--- src/rtl/processor_pkg.sv ---
// processor_pkg
// Shared definitions for the operand-fetch / memory-access stage (stage 2)
// and its helpers: opcode constants, the stage-2 FSM state encoding and the
// condition encodings evaluated by if_control.
// No ports (package).

package processor_pkg;

  localparam int OPCODE_BITS = 4;
  localparam int IF_OP_BITS  = 3;

  // Opcode constants (top 4 bits of the instruction word)
  localparam logic [OPCODE_BITS-1:0] OP_NOP             = 4'h0;
  localparam logic [OPCODE_BITS-1:0] OP_ADD             = 4'h1;
  localparam logic [OPCODE_BITS-1:0] OP_SUB             = 4'h2;
  localparam logic [OPCODE_BITS-1:0] OP_AND             = 4'h3;
  localparam logic [OPCODE_BITS-1:0] OP_OR              = 4'h4;
  localparam logic [OPCODE_BITS-1:0] OP_LOAD_IMM        = 4'h5;
  localparam logic [OPCODE_BITS-1:0] OP_READ_FROM_MEMORY = 4'h6;
  localparam logic [OPCODE_BITS-1:0] OP_WRITE_TO_MEMORY = 4'h8;
  localparam logic [OPCODE_BITS-1:0] OP_IF              = 4'h9;
  localparam logic [OPCODE_BITS-1:0] OP_CALL_IMM14      = 4'hA;
  localparam logic [OPCODE_BITS-1:0] OP_RETURN          = 4'hB;
  localparam logic [OPCODE_BITS-1:0] OP_WAIT            = 4'hC;

  // Stage-2 FSM states
  typedef enum logic [1:0] {
    ST_RUN,
    ST_WAIT_CNT,
    ST_HALT
  } stage2_state_t;

  // Condition encodings for OP_IF; carried in the ry field of the word
  typedef enum logic [IF_OP_BITS-1:0] {
    IF_ALWAYS   = 3'd0,
    IF_ZERO     = 3'd1,
    IF_NOT_ZERO = 3'd2,
    IF_NEG      = 3'd3,
    IF_POS      = 3'd4,
    IF_NOT_NEG  = 3'd5,
    IF_NOT_POS  = 3'd6,
    IF_NEVER    = 3'd7
  } if_op_t;

endpackage

--- src/rtl/processor_stage2_gen_if.sv ---
// processor_stage2_gen_if
// Bundles every stage-2 signal except clock and reset: the stage-1 handshake,
// register-file read/writeback ports, memory write port, stage-3 handshake
// and results, and the wait/halt control.
// Modports:
//   master - the stage itself (drives memory/regfile addresses and results)
//   slave  - the surrounding pipeline (drives instruction, regfile data,
//            writeback, out_ready and wait_resume)

interface processor_stage2_gen_if #(
  parameter int ADDR_SIZE     = 18,
  parameter int WORD_SIZE     = 18,
  parameter int REG_ADDR_BITS = 3
);

  logic                     in_valid;
  logic                     in_ready;
  logic [ADDR_SIZE-1:0]     ip;
  logic [ADDR_SIZE-1:0]     ip_plus_one;
  logic [WORD_SIZE-1:0]     code_word;
  logic [ADDR_SIZE-1:0]     memory_addr;
  logic                     memory_write_enable;
  logic [WORD_SIZE-1:0]     memory_in;
  logic [REG_ADDR_BITS-1:0] reg_read_addr0;
  logic [REG_ADDR_BITS-1:0] reg_read_addr1;
  logic [WORD_SIZE-1:0]     reg_read_data0;
  logic [WORD_SIZE-1:0]     reg_read_data1;
  logic                     writeback_reg_write_enable;
  logic [REG_ADDR_BITS-1:0] writeback_reg_write_addr;
  logic [WORD_SIZE-1:0]     writeback_reg_write_data;
  logic                     out_valid;
  logic                     out_ready;
  logic [WORD_SIZE-1:0]     alu_data0_out;
  logic [WORD_SIZE-1:0]     alu_data1_out;
  logic [WORD_SIZE-1:0]     code_word_out;
  logic [ADDR_SIZE-1:0]     data1_plus_imm8_out;
  logic [ADDR_SIZE-1:0]     ip_to_call;
  logic                     call_performed;
  logic                     return_performed;
  logic                     waiting_global;
  logic                     wait_resume;

  modport master (
    input  in_valid, ip, ip_plus_one, code_word,
           reg_read_data0, reg_read_data1,
           writeback_reg_write_enable, writeback_reg_write_addr,
           writeback_reg_write_data, out_ready, wait_resume,
    output in_ready, memory_addr, memory_write_enable, memory_in,
           reg_read_addr0, reg_read_addr1, out_valid,
           alu_data0_out, alu_data1_out, code_word_out, data1_plus_imm8_out,
           ip_to_call, call_performed, return_performed, waiting_global
  );

  modport slave (
    output in_valid, ip, ip_plus_one, code_word,
           reg_read_data0, reg_read_data1,
           writeback_reg_write_enable, writeback_reg_write_addr,
           writeback_reg_write_data, out_ready, wait_resume,
    input  in_ready, memory_addr, memory_write_enable, memory_in,
           reg_read_addr0, reg_read_addr1, out_valid,
           alu_data0_out, alu_data1_out, code_word_out, data1_plus_imm8_out,
           ip_to_call, call_performed, return_performed, waiting_global
  );

endinterface

--- src/rtl/if_control.sv ---
// if_control
// Evaluates a branch condition on a register value.
// Ports:
//   data_i         - operand (two's complement)
//   if_operation_i - condition encoding
//   if_ok_o        - condition holds

module if_control
  import processor_pkg::*;
#(
  parameter int WORD_SIZE = 18
) (
  input  logic [WORD_SIZE-1:0] data_i,
  input  if_op_t               if_operation_i,
  output logic                 if_ok_o
);

  logic isZero;
  logic isNeg;

  assign isZero = (data_i == '0);
  assign isNeg  = data_i[WORD_SIZE-1];

  // Signed comparisons against zero, derived from the zero and sign flags
  always_comb begin
    if_ok_o = 1'b0;
    case (if_operation_i)
      IF_ALWAYS:   if_ok_o = 1'b1;
      IF_ZERO:     if_ok_o = isZero;
      IF_NOT_ZERO: if_ok_o = !isZero;
      IF_NEG:      if_ok_o = isNeg;
      IF_POS:      if_ok_o = !isNeg && !isZero;
      IF_NOT_NEG:  if_ok_o = !isNeg;
      IF_NOT_POS:  if_ok_o = isNeg || isZero;
      default:     if_ok_o = 1'b0;
    endcase
  end

endmodule

--- src/rtl/processor_stage2_gen.sv ---
// processor_stage2_gen
// Operand-fetch / memory-access stage between fetch (stage 1) and ALU
// (stage 3). Reads the register file with writeback bypass, performs the
// store and call-push memory writes, resolves branches/calls/returns,
// and implements counted waits and resumable halt.
// Ports:
//   clock - rising-edge clock
//   reset - asynchronous, active-low reset
//   bus   - processor_stage2_gen_if.master (all other signals)
// Optional feature macro PROCESSOR_DEBUG_INTERFACE_EN adds:
//   debug_get_param (in), debug_reg_addr (in), debug_data_out (out)
// WORD_SIZE must be >= 4 + 2*REG_ADDR_BITS + 8.

module processor_stage2_gen
  import processor_pkg::*;
#(
  parameter int ADDR_SIZE     = 18,
  parameter int WORD_SIZE     = 18,
  parameter int REG_ADDR_BITS = 3
) (
  input  logic                     clock,
  input  logic                     reset,
`ifdef PROCESSOR_DEBUG_INTERFACE_EN
  input  logic                     debug_get_param,
  input  logic [REG_ADDR_BITS:0]   debug_reg_addr,
  output logic [WORD_SIZE-1:0]     debug_data_out,
`endif
  processor_stage2_gen_if.master   bus
);

  localparam int RX_MSB = WORD_SIZE - OPCODE_BITS - 1;
  localparam int RY_MSB = RX_MSB - REG_ADDR_BITS;

  logic [OPCODE_BITS-1:0]   opcode;
  logic [REG_ADDR_BITS-1:0] rx, ry, regAddr0, regAddr1;
  logic [7:0]               imm8;
  logic [ADDR_SIZE-1:0]     imm14, imm8Sext, data1PlusImm8;
  logic [WORD_SIZE-1:0]     data0, data1;
  logic                     ifOk, branchTaken;
  logic                     stall, inReady, accept;

  stage2_state_t            state_q, state_d;
  logic [7:0]               waitCnt_q, waitCnt_d;
  logic                     outValid_q, outValid_d;
  logic                     returnPerf_q, returnPerf_d;
  logic [WORD_SIZE-1:0]     aluData0_q, aluData0_d;
  logic [WORD_SIZE-1:0]     aluData1_q, aluData1_d;
  logic [WORD_SIZE-1:0]     codeWord_q, codeWord_d;
  logic [ADDR_SIZE-1:0]     d1PlusImm8_q, d1PlusImm8_d;

  assign opcode   = bus.code_word[WORD_SIZE-1 -: OPCODE_BITS];
  assign rx       = bus.code_word[RX_MSB -: REG_ADDR_BITS];
  assign ry       = bus.code_word[RY_MSB -: REG_ADDR_BITS];
  assign imm8     = bus.code_word[7:0];
  assign imm14    = {{OPCODE_BITS{1'b0}}, bus.code_word[ADDR_SIZE-OPCODE_BITS-1:0]};
  assign imm8Sext = {{(ADDR_SIZE-8){imm8[7]}}, imm8};

  // Port 0 reads rx, or the debug-selected register while debug is active
  always_comb begin
    regAddr0 = rx;
`ifdef PROCESSOR_DEBUG_INTERFACE_EN
    if (debug_get_param) regAddr0 = debug_reg_addr[REG_ADDR_BITS-1:0];
`endif
  end

  // A call pushes the return address through the stack pointer (top register)
  assign regAddr1 = (opcode == OP_CALL_IMM14) ? '1 : ry;
  assign bus.reg_read_addr0 = regAddr0;
  assign bus.reg_read_addr1 = regAddr1;

  // A writeback landing this cycle is newer than the register file contents
  assign data0 = (bus.writeback_reg_write_enable && bus.writeback_reg_write_addr == regAddr0)
                 ? bus.writeback_reg_write_data : bus.reg_read_data0;
  assign data1 = (bus.writeback_reg_write_enable && bus.writeback_reg_write_addr == regAddr1)
                 ? bus.writeback_reg_write_data : bus.reg_read_data1;

  assign data1PlusImm8 = ADDR_SIZE'(data1) + imm8Sext;

  if_control #(
    .WORD_SIZE(WORD_SIZE)
  ) u_if_control (
    .data_i         (data0),
    .if_operation_i (if_op_t'(IF_OP_BITS'(ry))),
    .if_ok_o        (ifOk)
  );

  assign branchTaken = (opcode == OP_IF) && ifOk;

  // Handshake: a held result blocks new words, as does any wait state
  assign stall = outValid_q && !bus.out_ready;
  always_comb begin
    inReady = !stall && (state_q == ST_RUN);
`ifdef PROCESSOR_DEBUG_INTERFACE_EN
    if (debug_get_param) inReady = 1'b0;
`endif
  end
  assign accept       = bus.in_valid && inReady;
  assign bus.in_ready = inReady;

`ifdef PROCESSOR_DEBUG_INTERFACE_EN
  // MSB of the debug address selects the current instruction address
  assign debug_data_out = debug_reg_addr[REG_ADDR_BITS]
                          ? WORD_SIZE'(bus.ip - ADDR_SIZE'(1)) : bus.reg_read_data0;
`endif

  // Memory and call side effects; address/data muxing is unconditional,
  // only the strobes are qualified by accept
  always_comb begin
    bus.memory_write_enable = 1'b0;
    bus.memory_addr         = data1PlusImm8;
    bus.memory_in           = data0;
    bus.call_performed      = 1'b0;
    bus.ip_to_call          = bus.ip + imm8Sext;
    case (opcode)
      OP_WRITE_TO_MEMORY: bus.memory_write_enable = accept;
      OP_IF:              bus.call_performed = accept && ifOk;
      OP_CALL_IMM14: begin
        bus.memory_write_enable = accept;
        bus.memory_addr         = ADDR_SIZE'(data1);
        bus.memory_in           = WORD_SIZE'(bus.ip_plus_one);
        bus.call_performed      = accept;
        bus.ip_to_call          = imm14;
      end
      default: ;
    endcase
  end

  // Wait FSM: a counted wait stalls exactly imm8 cycles; imm8 == 0 halts
  // until wait_resume
  always_comb begin
    state_d   = state_q;
    waitCnt_d = waitCnt_q;
    case (state_q)
      ST_RUN: begin
        if (accept && opcode == OP_WAIT) begin
          if (imm8 != 8'd0) begin
            state_d   = ST_WAIT_CNT;
            waitCnt_d = imm8;
          end else begin
            state_d = ST_HALT;
          end
        end
      end
      ST_WAIT_CNT: begin
        waitCnt_d = waitCnt_q - 8'd1;
        if (waitCnt_q == 8'd1) state_d = ST_RUN;
      end
      ST_HALT: if (bus.wait_resume) state_d = ST_RUN;
      default: state_d = ST_RUN;
    endcase
  end

  // Output registers: load on accept, hold on stall, otherwise drain
  always_comb begin
    outValid_d   = outValid_q;
    returnPerf_d = 1'b0;
    aluData0_d   = aluData0_q;
    aluData1_d   = aluData1_q;
    codeWord_d   = codeWord_q;
    d1PlusImm8_d = d1PlusImm8_q;
    if (accept) begin
      outValid_d   = (opcode != OP_WAIT);
      returnPerf_d = (opcode == OP_RETURN);
      aluData0_d   = data0;
      aluData1_d   = branchTaken ? WORD_SIZE'(bus.ip) : data1;
      codeWord_d   = bus.code_word;
      d1PlusImm8_d = data1PlusImm8;
    end else if (!stall) begin
      outValid_d = 1'b0;
    end
  end

  // State and output registers; reset aborts any wait in progress
  always_ff @(posedge clock or negedge reset) begin
    if (!reset) begin
      state_q      <= ST_RUN;
      waitCnt_q    <= '0;
      outValid_q   <= 1'b0;
      returnPerf_q <= 1'b0;
      aluData0_q   <= '0;
      aluData1_q   <= '0;
      codeWord_q   <= '0;
      d1PlusImm8_q <= '0;
    end else begin
      state_q      <= state_d;
      waitCnt_q    <= waitCnt_d;
      outValid_q   <= outValid_d;
      returnPerf_q <= returnPerf_d;
      aluData0_q   <= aluData0_d;
      aluData1_q   <= aluData1_d;
      codeWord_q   <= codeWord_d;
      d1PlusImm8_q <= d1PlusImm8_d;
    end
  end

  assign bus.out_valid           = outValid_q;
  assign bus.return_performed    = returnPerf_q;
  assign bus.alu_data0_out       = aluData0_q;
  assign bus.alu_data1_out       = aluData1_q;
  assign bus.code_word_out       = codeWord_q;
  assign bus.data1_plus_imm8_out = d1PlusImm8_q;
  assign bus.waiting_global      = (state_q != ST_RUN);

endmodule

--- src/flat_wrapper.sv ---
// flat-port wrapper written by rule: the top's interface ports become plain ports
module processor_stage2_gen_flat import processor_pkg::*;
#(
  parameter int ADDR_SIZE     = 18,
  parameter int WORD_SIZE     = 18,
  parameter int REG_ADDR_BITS = 3
)
  (clock, reset, bus_in_valid, bus_ip, bus_ip_plus_one, bus_code_word, bus_reg_read_data0, bus_reg_read_data1, bus_writeback_reg_write_enable, bus_writeback_reg_write_addr, bus_writeback_reg_write_data, bus_out_ready, bus_wait_resume, bus_in_ready, bus_memory_addr, bus_memory_write_enable, bus_memory_in, bus_reg_read_addr0, bus_reg_read_addr1, bus_out_valid, bus_alu_data0_out, bus_alu_data1_out, bus_code_word_out, bus_data1_plus_imm8_out, bus_ip_to_call, bus_call_performed, bus_return_performed, bus_waiting_global);
  processor_stage2_gen_if #(.ADDR_SIZE(ADDR_SIZE), .WORD_SIZE(WORD_SIZE), .REG_ADDR_BITS(REG_ADDR_BITS)) bus_i ();
  input  logic clock;
  input  logic reset;
  input wire logic [$bits(bus_i.in_valid)-1:0] bus_in_valid;
  input wire logic [$bits(bus_i.ip)-1:0] bus_ip;
  input wire logic [$bits(bus_i.ip_plus_one)-1:0] bus_ip_plus_one;
  input wire logic [$bits(bus_i.code_word)-1:0] bus_code_word;
  input wire logic [$bits(bus_i.reg_read_data0)-1:0] bus_reg_read_data0;
  input wire logic [$bits(bus_i.reg_read_data1)-1:0] bus_reg_read_data1;
  input wire logic [$bits(bus_i.writeback_reg_write_enable)-1:0] bus_writeback_reg_write_enable;
  input wire logic [$bits(bus_i.writeback_reg_write_addr)-1:0] bus_writeback_reg_write_addr;
  input wire logic [$bits(bus_i.writeback_reg_write_data)-1:0] bus_writeback_reg_write_data;
  input wire logic [$bits(bus_i.out_ready)-1:0] bus_out_ready;
  input wire logic [$bits(bus_i.wait_resume)-1:0] bus_wait_resume;
  output wire logic [$bits(bus_i.in_ready)-1:0] bus_in_ready;
  output wire logic [$bits(bus_i.memory_addr)-1:0] bus_memory_addr;
  output wire logic [$bits(bus_i.memory_write_enable)-1:0] bus_memory_write_enable;
  output wire logic [$bits(bus_i.memory_in)-1:0] bus_memory_in;
  output wire logic [$bits(bus_i.reg_read_addr0)-1:0] bus_reg_read_addr0;
  output wire logic [$bits(bus_i.reg_read_addr1)-1:0] bus_reg_read_addr1;
  output wire logic [$bits(bus_i.out_valid)-1:0] bus_out_valid;
  output wire logic [$bits(bus_i.alu_data0_out)-1:0] bus_alu_data0_out;
  output wire logic [$bits(bus_i.alu_data1_out)-1:0] bus_alu_data1_out;
  output wire logic [$bits(bus_i.code_word_out)-1:0] bus_code_word_out;
  output wire logic [$bits(bus_i.data1_plus_imm8_out)-1:0] bus_data1_plus_imm8_out;
  output wire logic [$bits(bus_i.ip_to_call)-1:0] bus_ip_to_call;
  output wire logic [$bits(bus_i.call_performed)-1:0] bus_call_performed;
  output wire logic [$bits(bus_i.return_performed)-1:0] bus_return_performed;
  output wire logic [$bits(bus_i.waiting_global)-1:0] bus_waiting_global;
  assign bus_i.in_valid = bus_in_valid;
  assign bus_i.ip = bus_ip;
  assign bus_i.ip_plus_one = bus_ip_plus_one;
  assign bus_i.code_word = bus_code_word;
  assign bus_i.reg_read_data0 = bus_reg_read_data0;
  assign bus_i.reg_read_data1 = bus_reg_read_data1;
  assign bus_i.writeback_reg_write_enable = bus_writeback_reg_write_enable;
  assign bus_i.writeback_reg_write_addr = bus_writeback_reg_write_addr;
  assign bus_i.writeback_reg_write_data = bus_writeback_reg_write_data;
  assign bus_i.out_ready = bus_out_ready;
  assign bus_i.wait_resume = bus_wait_resume;
  assign bus_in_ready = bus_i.in_ready;
  assign bus_memory_addr = bus_i.memory_addr;
  assign bus_memory_write_enable = bus_i.memory_write_enable;
  assign bus_memory_in = bus_i.memory_in;
  assign bus_reg_read_addr0 = bus_i.reg_read_addr0;
  assign bus_reg_read_addr1 = bus_i.reg_read_addr1;
  assign bus_out_valid = bus_i.out_valid;
  assign bus_alu_data0_out = bus_i.alu_data0_out;
  assign bus_alu_data1_out = bus_i.alu_data1_out;
  assign bus_code_word_out = bus_i.code_word_out;
  assign bus_data1_plus_imm8_out = bus_i.data1_plus_imm8_out;
  assign bus_ip_to_call = bus_i.ip_to_call;
  assign bus_call_performed = bus_i.call_performed;
  assign bus_return_performed = bus_i.return_performed;
  assign bus_waiting_global = bus_i.waiting_global;
  processor_stage2_gen #(.ADDR_SIZE(ADDR_SIZE), .WORD_SIZE(WORD_SIZE), .REG_ADDR_BITS(REG_ADDR_BITS)) u_core (.clock(clock), .reset(reset), .bus(bus_i));
endmodule
--- config.mk ---
export PLATFORM = sky130hd
export DESIGN_NAME = processor_stage2_gen_flat
export DESIGN_NICKNAME = d
export VERILOG_FILES = /design/src/rtl/processor_pkg.sv /design/src/rtl/processor_stage2_gen_if.sv /design/src/rtl/if_control.sv /design/src/rtl/processor_stage2_gen.sv /design/src/flat_wrapper.sv
export SDC_FILE = /design/constraint.sdc
export NUM_CORES = 1
export LEC_CHECK = 0
export CAP_MARGIN = 15
export CELL_PAD_IN_SITES_DETAIL_PLACEMENT = 1
export CELL_PAD_IN_SITES_GLOBAL_PLACEMENT = 1
export CORE_MARGIN = 8
export CORE_UTILIZATION = 34
export DETAILED_ROUTE_END_ITERATION = 8
export GPL_TIMING_DRIVEN = 0
export PLACE_DENSITY_LB_ADDON = 0.1
export SLEW_MARGIN = 15
export SYNTH_ARGS = -nofsm -noshare
export SYNTH_HDL_FRONTEND = slang
export SYNTH_SLANG_ARGS = --single-unit
export TNS_END_PERCENT = 30
--- constraint.sdc ---
create_clock -name clock -period 12.01 [get_ports clock]
set_input_delay 1.8015 -clock clock [delete_from_list [all_inputs] [get_ports clock]]
set_output_delay 1.8015 -clock clock [all_outputs]
set_load 0.02 [all_outputs]
# ---- After elaboration in Yosys (flattened, before gate mapping)
# Index checks and enable logic that the tools add are counted.
dict set report classes {
  n_reduce_logical 23
  eq_ne 22
  mux 21
  add_sub_neg 3
}
# operator n
set op_table {}
lappend op_table {{2-to-1 mux 18 bit} 6}
lappend op_table {{adder 18 bit} 2}
lappend op_table {{== test 4 bit (second input constant)} 5}
lappend op_table {{zero test 18 bit} 1}
lappend op_table {{2-to-1 mux 8 bit} 2}
lappend op_table {{case mux 8 bit (2 select lines)} 1}
lappend op_table {{== test 3 bit (second input constant)} 3}
lappend op_table {{logical AND 1 bit} 9}
lappend op_table {{== test 8 x 1 -> 1 bit (second input constant)} 1}
lappend op_table {{2-to-1 mux 2 bit} 4}
lappend op_table {{!= test 2 bit (second input constant)} 4}
lappend op_table {{nonzero test 8 bit} 1}
lappend op_table {{subtractor 8 x 1 -> 8 bit (second input constant)} 1}
lappend op_table {{case mux 1 bit (7 select lines)} 1}
lappend op_table {{== test 3 x 2 -> 1 bit (second input constant)} 2}
lappend op_table {{== test 3 bit} 2}
lappend op_table {{case mux 2 bit (3 select lines)} 1}
lappend op_table {{AND reduction 3 bit} 2}
lappend op_table {{zero test 1 bit} 4}
lappend op_table {{2-to-1 mux 1 bit} 4}
lappend op_table {{!= test 4 bit (second input constant)} 1}
lappend op_table {{nonzero test 2 bit} 2}
lappend op_table {{== test 3 x 1 -> 1 bit (second input constant)} 1}
lappend op_table {{zero test 3 bit} 1}
lappend op_table {{8 further kinds} 8}
dict set report word_totals {
  regBits 84
  elab_cells 77
}

# ---- Depth between registers and ports, before layout
# Gate-level depths: netlist (run 1).
dict set report logic_depth {
  word_depth 9
  depth_mapped 17
  ltp_nobuf 16
}

# ---- By module
# From an unflattened synthesis (run 1), not the netlist that was laid out.
dict set report hier_totals {
  cells_unflattened 792
  hier_area_um2 6223.5
}
# mod instances cells_per_inst area_each_um2
set modules_own_cells {}
lappend modules_own_cells {processor_stage2_gen 1 775 6110.9}
lappend modules_own_cells {if_control 1 17 112.6}

# ---- Least setup slack after synthesis (run 1)
# Ideal clock, no wire load.
dict set report synth_path {
  path_type {in2out}
  from {input bus_code_word[16]}
  to {output bus_memory_addr[17]}
  path_slack_ps 4436
  path_buffers 1
  cell_stages 15
  t_arrival_ps 5772
  path_cell_list {and4bb_4 -> or2_4 -> a211o_1 -> a211oi_4 -> buf_6 -> mux2_2 -> ha_1 -> o21ai_0 -> nor3_1 -> a221oi_1 -> a211oi_1 -> o31a_1 -> nor3_1 -> nor3_1 -> xnor2_1}
}
dict set report synth_via {
  elab_chain_len 7
}
# element line
set synth_rtl {}
lappend synth_rtl {{start, declared} flat_wrapper.sv:15} ;# input wire logic [$bits(bus_i.code_word)-1:0] bus_code_word;
lappend synth_rtl {{== test 4 bit *} processor_stage2_gen.sv:67} ;# assign regAddr1 = (opcode == OP_CALL_IMM14) ? '1 : ry;
lappend synth_rtl {{2-to-1 mux 3 bit *} processor_stage2_gen.sv:67}
lappend synth_rtl {{named net bus_reg_read_addr1[1]} flat_wrapper.sv:28} ;# output wire logic [$bits(bus_i.reg_read_addr1)-1:0] bus_reg_read_addr1;
lappend synth_rtl {{== test 3 bit *} processor_stage2_gen.sv:74} ;# assign data1 = (bus.writeback_reg_write_enable && bus.writeback_reg_write_addr == regAddr1)
lappend synth_rtl {{logical AND 1 bit *} processor_stage2_gen.sv:74}
lappend synth_rtl {{2-to-1 mux 18 bit *} processor_stage2_gen.sv:75} ;# ? bus.writeback_reg_write_data : bus.reg_read_data1;
lappend synth_rtl {{adder 18 bit} processor_stage2_gen.sv:77} ;# assign data1PlusImm8 = ADDR_SIZE'(data1) + imm8Sext;
lappend synth_rtl {{2-to-1 mux 18 bit *} processor_stage2_gen.sv:114} ;# case (opcode)
lappend synth_rtl {{end, declared} flat_wrapper.sv:24} ;# output wire logic [$bits(bus_i.memory_addr)-1:0] bus_memory_addr;
# The timed path passes the listed nets; every way through them passes the cells marked *.

# ---- Final worst setup path (run 1)
dict set report layout_path {
  from {input bus_code_word[14]}
  to {output bus_memory_addr[17]}
}
dict set report layout_via {
  elab_chain_len 7
}
# element line
set layout_rtl {}
lappend layout_rtl {{== test 4 bit *} {processor_stage2_gen.sv:67, processor_stage2_gen.sv:114}}
lappend layout_rtl {{2-to-1 mux 3 bit} processor_stage2_gen.sv:67}
lappend layout_rtl {{== test 3 bit} processor_stage2_gen.sv:74}
lappend layout_rtl {{logical AND 1 bit} processor_stage2_gen.sv:74}
lappend layout_rtl {{2-to-1 mux 18 bit} processor_stage2_gen.sv:75}
lappend layout_rtl {{adder 18 bit} processor_stage2_gen.sv:77}
lappend layout_rtl {{2-to-1 mux 18 bit *} processor_stage2_gen.sv:114}
# Mark *: on every way between the ends. The rest lies on a longest branch, timed or not.

==> results list, run 1 <==
* Detailed-routing iteration count for the pre-antenna-repair pass: 4
- sky130_fd_sc_hd__dfrtp_1 takes more of the synthesized area than any other cell.
- The detailed router placed 7076 vias in this run.
- For this run, the register share of the synthesized area comes to 0.327.
* Aggregate global routing overflow: 0
- IR analysis of the VDD net gives a maximum drop of 0.0953 mV.
- Of the total power, combinational logic draws 0.555.
* Cts bufs inserted: 9
- Summed over all cells, the static leakage comes to 0.00412 uW.
* Area of the die: 0.0236 mm^2
* Total negative setup slack: 0 ps
* RePlAce Congestion: 0.908
* Cell area after technology mapping: 0.00643 mm^2
- The cell count after synthesis came out at 812.
- Vertical die dimension: 154 um
* Per-instance average area after synthesis: 7.92 um^2
* Max Cap Viol: 0
- Inserted Diodes: 0
- For the pin with the worst max-slew slack, the measured transition is 987 ps.
- The clock period could shrink to 9300 ps.
- Hold_sp: u_core.bus.data1_plus_imm8_out[5]
- Asr flop ratio synth: 1.00
- Clk pwr share: 0.174
* Sequential share of power: 0.271
* Layout net count: 1232
- In this run the tightest slew margin relative to its limit is 0.340.
* Post-CTS Hold Fix Bufs: 0
- Effective utilization at floorplan: 0.345
* Antenna viol nets, final: 0
- The initial antenna violation count was 0.
- The region available for standard cell placement spans 0.0186 mm^2.
- Clock-pin slew was measured on the worst setup and hold paths at 60 ps.
- Summing internal, switching and leakage power gives 1850 uW.
* Number of distinct library cells after synthesis: 58
- Setup repair after global routing left no endpoint under its margin.
* Most common library cell in the layout ignoring fill and taps: sky130_fd_sc_hd__clkdlybuf4s50_1
- The count of final max-slew check failures came to 0.
- R2r startpoint: u_core.state_q[1]
* Half-perimeter wire length after placement: 24900 um
* Number of instances resized during post-cts repair: 0
* Share of the clock period used by the worst path: 0.774
* Layout fillers: 2288
- Worst setup path category: input pin to output pin
- Floorplan die width: 154 um
* Number of buffers added on ports: 253
- Pin count of the biggest net entering global routing: 56
- Largest cells by area after synthesis: sky130_fd_sc_hd__dfrtp_1 (33%), sky130_fd_sc_hd__nand2_1 (9.4%), sky130_fd_sc_hd__ha_1 (7.0%)
- Area used by multi-input combinational logic: 0.00403 mm^2
- GRT Util Overall: 0.254
* Switching Share: 0.430
- Sort of element at the end of the critical path: output pin
- During synthesis, Yosys emitted a total of 0 warnings.
* Kind of launch point of the worst setup path: input pin
* Total number of H-tree levels: 3
- Sequential cell area: 0.00210 mm^2
* Worst clock skew: 7.85 ps
* Number of synthesized flops with an enable pin: 0
* Share of post-route cells with drive strength above 1: 0.0453
- P_int: 1050 uW
* Total power divided by cell area: 192 mW/mm^2
- Outcome: completed
- Layout overhead on the synthesized area: 49.4%
- Root buffer cell: sky130_fd_sc_hd__clkbuf_16
- Routed wire per std cell: 23.3 um
* Most frequently used flop master after synthesis: sky130_fd_sc_hd__dfrtp_1
* Number of clock sinks: 84
- First-pass GRT wire length: 45900 um
* Commonest cells after routing, fill and taps aside: sky130_fd_sc_hd__clkdlybuf4s50_1 (252), sky130_fd_sc_hd__nand2_1 (161), sky130_fd_sc_hd__o21ai_0 (87), sky130_fd_sc_hd__dfrtp_1 (84), sky130_fd_sc_hd__nor2_1 (74)
* Highest achievable clock rate: 108 MHz
- During I/O placement, the number of pins put on the boundary was 255.
- Total length of routed wires: 30600 um
* Max clock buf depth: 2
* Iteration-0 DRC count of the detailed router: 353
* Number of nets in the synthesized netlist: 967
- The floorplan has 50 rows.
- Final core utilization: 0.516
- The critical path starts at bus_code_word[14].
- Total DRC errors in the routed layout: 0
- Setup violations remaining at the end of the flow were counted as 0.
- Switching power: 793 uW
- After detailed routing, the number of vias per cell comes to 5.38.
* Maximum fanout along the worst path: 10
* Share of the synthesized area in the top cell type: 0.327
* Latest clock arrival within the worst-skew pair: 350 ps
- Hold violation total from the final report: 0
- In this run the post-CTS setup repair buffer count came out at 0.
- TritonCTS built the clock tree.
- The number of global-route vias before repair was 7419.
* Total of flip-flops plus latches after synthesis: 84
* Data required time at the worst endpoint: 10210 ps
- The worst hold path belongs to the class flip-flop to flip-flop.
- STA puts the critical path data arrival time at 7490 ps.
==> flip-flops by register name, indices dropped and copies added (netlist names) <==
name                            flops
u_core.bus.alu_data1_out           18
u_core.bus.data1_plus_imm8_out     18
u_core.bus.return_performed         1
u_core.bus.code_word_out           18
u_core.waitCnt_q                    8
u_core.bus.alu_data0_out           18
u_core.bus.out_valid                1
u_core.state_q                      2
==> metal layers <==
layer	vias up	track usage	part of all wire
met3	31	0.0709	0.086
met4	0	0.0714	0.021
met2	253	0.424	0.47
li1	3374	-	-
met5	-	0	0
met1	3418	0.315	0.42
==> critical path, cell delays in order <==
cell and delay (ps):
sky130_fd_sc_hd__clkdlybuf4s50_1 580, sky130_fd_sc_hd__and4bb_4 260, sky130_fd_sc_hd__or2_4 240, sky130_fd_sc_hd__a211o_1 300, sky130_fd_sc_hd__a211oi_4 550, sky130_fd_sc_hd__buf_6 240
sky130_fd_sc_hd__mux2_2 420, sky130_fd_sc_hd__ha_1 350, sky130_fd_sc_hd__o21ai_0 240, sky130_fd_sc_hd__o21ai_0 180, sky130_fd_sc_hd__a221oi_1 590, sky130_fd_sc_hd__a211oi_1 220
sky130_fd_sc_hd__o31a_1 360, sky130_fd_sc_hd__o21a_1 180, sky130_fd_sc_hd__nor3_1 190, sky130_fd_sc_hd__xnor2_1 150, sky130_fd_sc_hd__clkdlybuf4s50_1 640
==> power by group through the flow <==
stage,Clock (uW),Sequential (uW),Combinational (uW)
after floorplan,0,634,370
after global placement,0,498,1010
after detailed placement,0,504,1030
after CTS,324,501,1040
after global routing,336,516,1100
final,320,500,1020
==> per-stage QoR <==
step | instances | hold slack (ps) | area, um^2 | setup slack, ps
finish | 1316 | 474 | 9610 | 2710
CTS | 1316 | 479 | 9610 | 2730
global placement | 1299 | 459 | 9260 | 2740
global route | 1316 | 503 | 9610 | 2310
floorplan | 812 | 440 | 6430 | 4440
detailed placement | 1300 | 462 | 9280 | 2750
==> final cells by class <==
class,instances,share of cell area
sequential,84,0.219
timing repair buffer,254,0.266
clock inverter,3,0.00716
multi-input combinational,660,0.419
clock buffer,13,0.0271
tap,234,0.0305
inverter,23,0.00898
buffer,45,0.0223
==> cell families after synthesis <==
kind of cell	after synthesis	synth area share
buffers and inverters	68	0.0467
and+or+nand+nor	323	0.222
DFF	84	0.327
AOI/OAI and AO/OA	213	0.197
xor gates and xnor gates	29	0.0395
muxes	57	0.0920
adders and majority gates	38	0.0762
==> cells in the mapped netlist (all sizes together), types with 3 or more instances <==
master and number:
a211oi 12, a21o 7, a21oi 58, and2 3
buf 10, clkbuf 35, dfrtp 84, ha 36
inv 23, mux2 17, mux2i 40, nand2 161
nand2b 9, nand3 11, nand4 3, nor2 74
nor2b 10, nor3 17, nor4 11, o211ai 6
o21a 8, o21ai 91, o21bai 4, o31a 3
o31ai 4, or2 5, or3 5, or4 4
xnor2 16, xor2 13
==> final timing paths <==
path,endpoint,slack (ps),cells past startpoint
setup reg to reg,u_core.waitCnt_q[2],9490,9
hold reg to reg,u_core.bus.data1_plus_imm8_out[5],470,2
max in group asynchronous,u_core.bus.alu_data0_out[14],9970,2
hold / removal,u_core.bus.data1_plus_imm8_out[5],470,2
min in group asynchronous,u_core.waitCnt_q[6],1390,1
setup / recovery,bus_memory_addr[17],2710,17
Power figures use the tool's default switching activity.
==> run 2: changes to the inputs <==
--- a/config.mk
+++ b/config.mk
@@ -9,7 +9,7 @@
 export CELL_PAD_IN_SITES_DETAIL_PLACEMENT = 1
 export CELL_PAD_IN_SITES_GLOBAL_PLACEMENT = 1
 export CORE_MARGIN = 8
-export CORE_UTILIZATION = 34
+export CORE_UTILIZATION = 28
 export DETAILED_ROUTE_END_ITERATION = 8
 export GPL_TIMING_DRIVEN = 0
 export PLACE_DENSITY_LB_ADDON = 0.1
==> constraint.sdc (replaced) <==
create_clock -name clock -period 7.6 [get_ports clock]
set_input_delay 1.14 -clock clock [delete_from_list [all_inputs] [get_ports clock]]
set_output_delay 1.14 -clock clock [all_outputs]
set_load 0.02 [all_outputs]
==> results list, run 2 (same netlist as run 1, synthesis figures left out) <==
- Clock transition at the register clock pins on the worst setup and hold paths after CTS: 70 ps (about the same)
- The net total in the final layout was 1236 (+0.32%).
* Max clock buf depth: 2 (unchanged)
- The row count came to 55 (+10%).
- Highest achievable clock rate: 136 MHz
* Kind of launch point of the worst setup path: input pin
- Overall Power: 2860 uW (+55%)
- The die outline height came to 168 um (+9.1%).
- The total non-filler cell area in the finished layout was 0.00969 mm^2 (+0.86%).
- The critical-path maximum fanout came to 10 (unchanged).
* Min Clock Period, post-route: 7350 ps
- The data arrival time of the critical path came to 6210 ps (-1280 ps).
- Via count: 7002 (-1.0%)
- Slew HR: 0.331 (-0.00866)
- The detailed placement HPWL came to 25500 um (+2.4%).
- Via count of the first global-routing pass: 7473 (+0.73%)
- Drt via density: 5.11 (-5.0%)
- Share of the clock period used by the worst path: 0.967
* First-pass GRT wire length: 46600 um (+1.6%)
- Iteration-0 DRC count of the detailed router: 258 (-27%)
- Worst clock skew: 10.1 ps (+2.30 ps)
- Outcome: completed
- Setup repair after global routing could not meet its margin everywhere.
* Number of buffers added on ports: 253 (unchanged)
- Leakage power of the design: 0.00414 uW (+0.57%)
* Total number of H-tree levels: 3 (unchanged)
* Antenna viol nets, final: 0 (unchanged)
* Hold violation total from the final report: 0 (unchanged)
- The CTS sink count came to 84 (unchanged).
- The total of hold buffers inserted after clock tree synthesis came to 0 (unchanged).
- The library cell used most frequently in the layout, excluding fill and tap cells, is sky130_fd_sc_hd__clkdlybuf4s50_1.
- The clock latency at the later pin of the worst-skew pair is 360 ps (about the same).
* Root buffer cell: sky130_fd_sc_hd__clkbuf_16
* Total negative setup slack: 0 ps (unchanged)
- The total of endpoints with negative setup slack in the final report was 0 (unchanged).
* Max Cap Viol: 0 (unchanged)
* Core outline area: 0.0226 mm^2 (+21%)
- TritonCTS clock tree: built
- The post-layout worst setup margin came to 249 ps (-2460 ps).
* Total length of routed wires: 31000 um (+1.5%)
* Layout overhead on the synthesized area: 50.7%
- The number of remaining DRC errors came to 0 (unchanged).
- The effective utilization at floorplan was 0.285 (-0.0601).
- The worst setup slack after placement is -401 ps (-3150 ps).
* GRT Util Overall: 0.218 (-0.0364)
- Worst setup path category: input pin to output pin
- The I/O pin count came to 255 (unchanged).
- The library cells used most frequently in the layout, excluding fill and tap cells, are sky130_fd_sc_hd__clkdlybuf4s50_1 (250), sky130_fd_sc_hd__nand2_1 (161), sky130_fd_sc_hd__dfrtp_1 (84), sky130_fd_sc_hd__o21ai_0 (83), sky130_fd_sc_hd__nor2_1 (74).
* Instance area at placement: 0.00935 mm^2 (+0.73%)
- The global route total overflow was 0 (unchanged).
- STA classifies the critical path endpoint as an output pin.
- Area of the die: 0.0281 mm^2 (+19%)
- The count of final max-slew check failures is 0 (unchanged).
- Total power divided by cell area: 295 mW/mm^2 (+53%)
- The width of the chip was 168 um (+9.1%).
- The initial antenna violation count is 0 (unchanged).
* Pin count of the biggest net entering global routing: 61 (+8.9%)
* Routed wire per std cell: 22.6 um (-2.6%)
- The number of buffers created by CTS is 9 (unchanged).
* Inserted Diodes: 0 (unchanged)
- Share of post-route cells with drive strength above 1: 0.0552 (+0.00996)
* Detailed-routing iteration count for the pre-antenna-repair pass: 4 (unchanged)
* Worst-case vdd ir drop: 0.109 mV (+14%)
- Hold Path Class: flip-flop to flip-flop
* Layout fillers: 2694 (+18%)
- Data required time at the worst endpoint: 6460 ps (-3750 ps)
* RePlAce Congestion: 0.831 (-8.4%)
- Slew at the pin with the worst max-slew slack: 1000 ps (+12.9 ps)
-- run 2: cell count changes in the layout (fill, tap and decap cells not counted), sizes merged --
cell	previous run	this run
clkbuf	48	45
buf	12	16
inv	23	25
clkinv	1	2
clkdlybuf4s50	252	250
dlymetal6s2s	0	2
clkinvlp	0	2
bufinv	2	0
-- run 2: cell type report --
cell class / instances / area, um^2 / share of cell area
Sequential cell: 84 / 2100 / 0.217
Buffer: 45 / 218 / 0.0225
Inverter: 23 / 86.3 / 0.00891
Timing Repair Buffer: 258 / 2600 / 0.268
Clock buffer: 10 / 239 / 0.0247
Multi-Input combinational cell: 660 / 4050 / 0.418
Clock inverter: 6 / 46.3 / 0.00478
Tap cell: 285 / 357 / 0.0368
-- run 2: what timing repair did --
item,in CTS,in global routing
cloned,0,0
gates resized for setup,1,13
setup buffers,1,3
pin swaps,1,2
setup endpoints to repair,8,6
-- run 2: worst max-delay path, stage by stage --
cell and delay [ps]:
sky130_fd_sc_hd__clkdlybuf4s50_1 560, sky130_fd_sc_hd__and4bb_4 250, sky130_fd_sc_hd__or2_4 240, sky130_fd_sc_hd__a211o_1 310
sky130_fd_sc_hd__a211oi_4 370, sky130_fd_sc_hd__buf_6 220, sky130_fd_sc_hd__mux2_2 410, sky130_fd_sc_hd__ha_1 360
sky130_fd_sc_hd__nor2b_1 160, sky130_fd_sc_hd__o21a_1 170, sky130_fd_sc_hd__o21ai_0 240, sky130_fd_sc_hd__a211oi_1 150
sky130_fd_sc_hd__o21ai_1 230, sky130_fd_sc_hd__a21oi_2 110, sky130_fd_sc_hd__or4_1 480, sky130_fd_sc_hd__a32o_1 280
sky130_fd_sc_hd__clkdlybuf4s50_1 540
-- run 2: worst paths after layout --
check,startpoint,endpoint,slack (ps),depth (start not counted)
max,bus_code_word[14],bus_memory_addr[14],250,17
min,u_core.bus.code_word_out[11],u_core.bus.code_word_out[11],480,2
max reg2reg,u_core.state_q[1],u_core.waitCnt_q[6],5060,9
min reg2reg,u_core.bus.code_word_out[11],u_core.bus.code_word_out[11],480,2
max in group asynchronous,reset,u_core.bus.alu_data0_out[9],6350,2
min in group asynchronous,reset,u_core.waitCnt_q[6],640,1
-- run 2: power breakdown --
group / leakage (uW) / internal [uW] / switching (uW)
clock: 0.000135 / 233 / 209
combinational: 0.00297 / 701 / 926
sequential: 0.00103 / 657 / 130
-- run 2: layer usage --
layer  up-vias  part of all wire  GRT usage
li1       3392                 -          -
met2       206              0.46      0.364
met1      3379              0.47      0.279
met4         0             0.016     0.0536
met3        25             0.057     0.0496
met5         -                 0          0
-- run 2: metrics by stage --
stage | util | hold WS, ps | instances
global route | 0.429 | 510 | 1371
CTS | 0.427 | 480 | 1368
finish | 0.429 | 476 | 1371
detailed placement | 0.414 | 463 | 1351
floorplan | - | 440 | 812
global placement | 0.413 | 460 | 1350
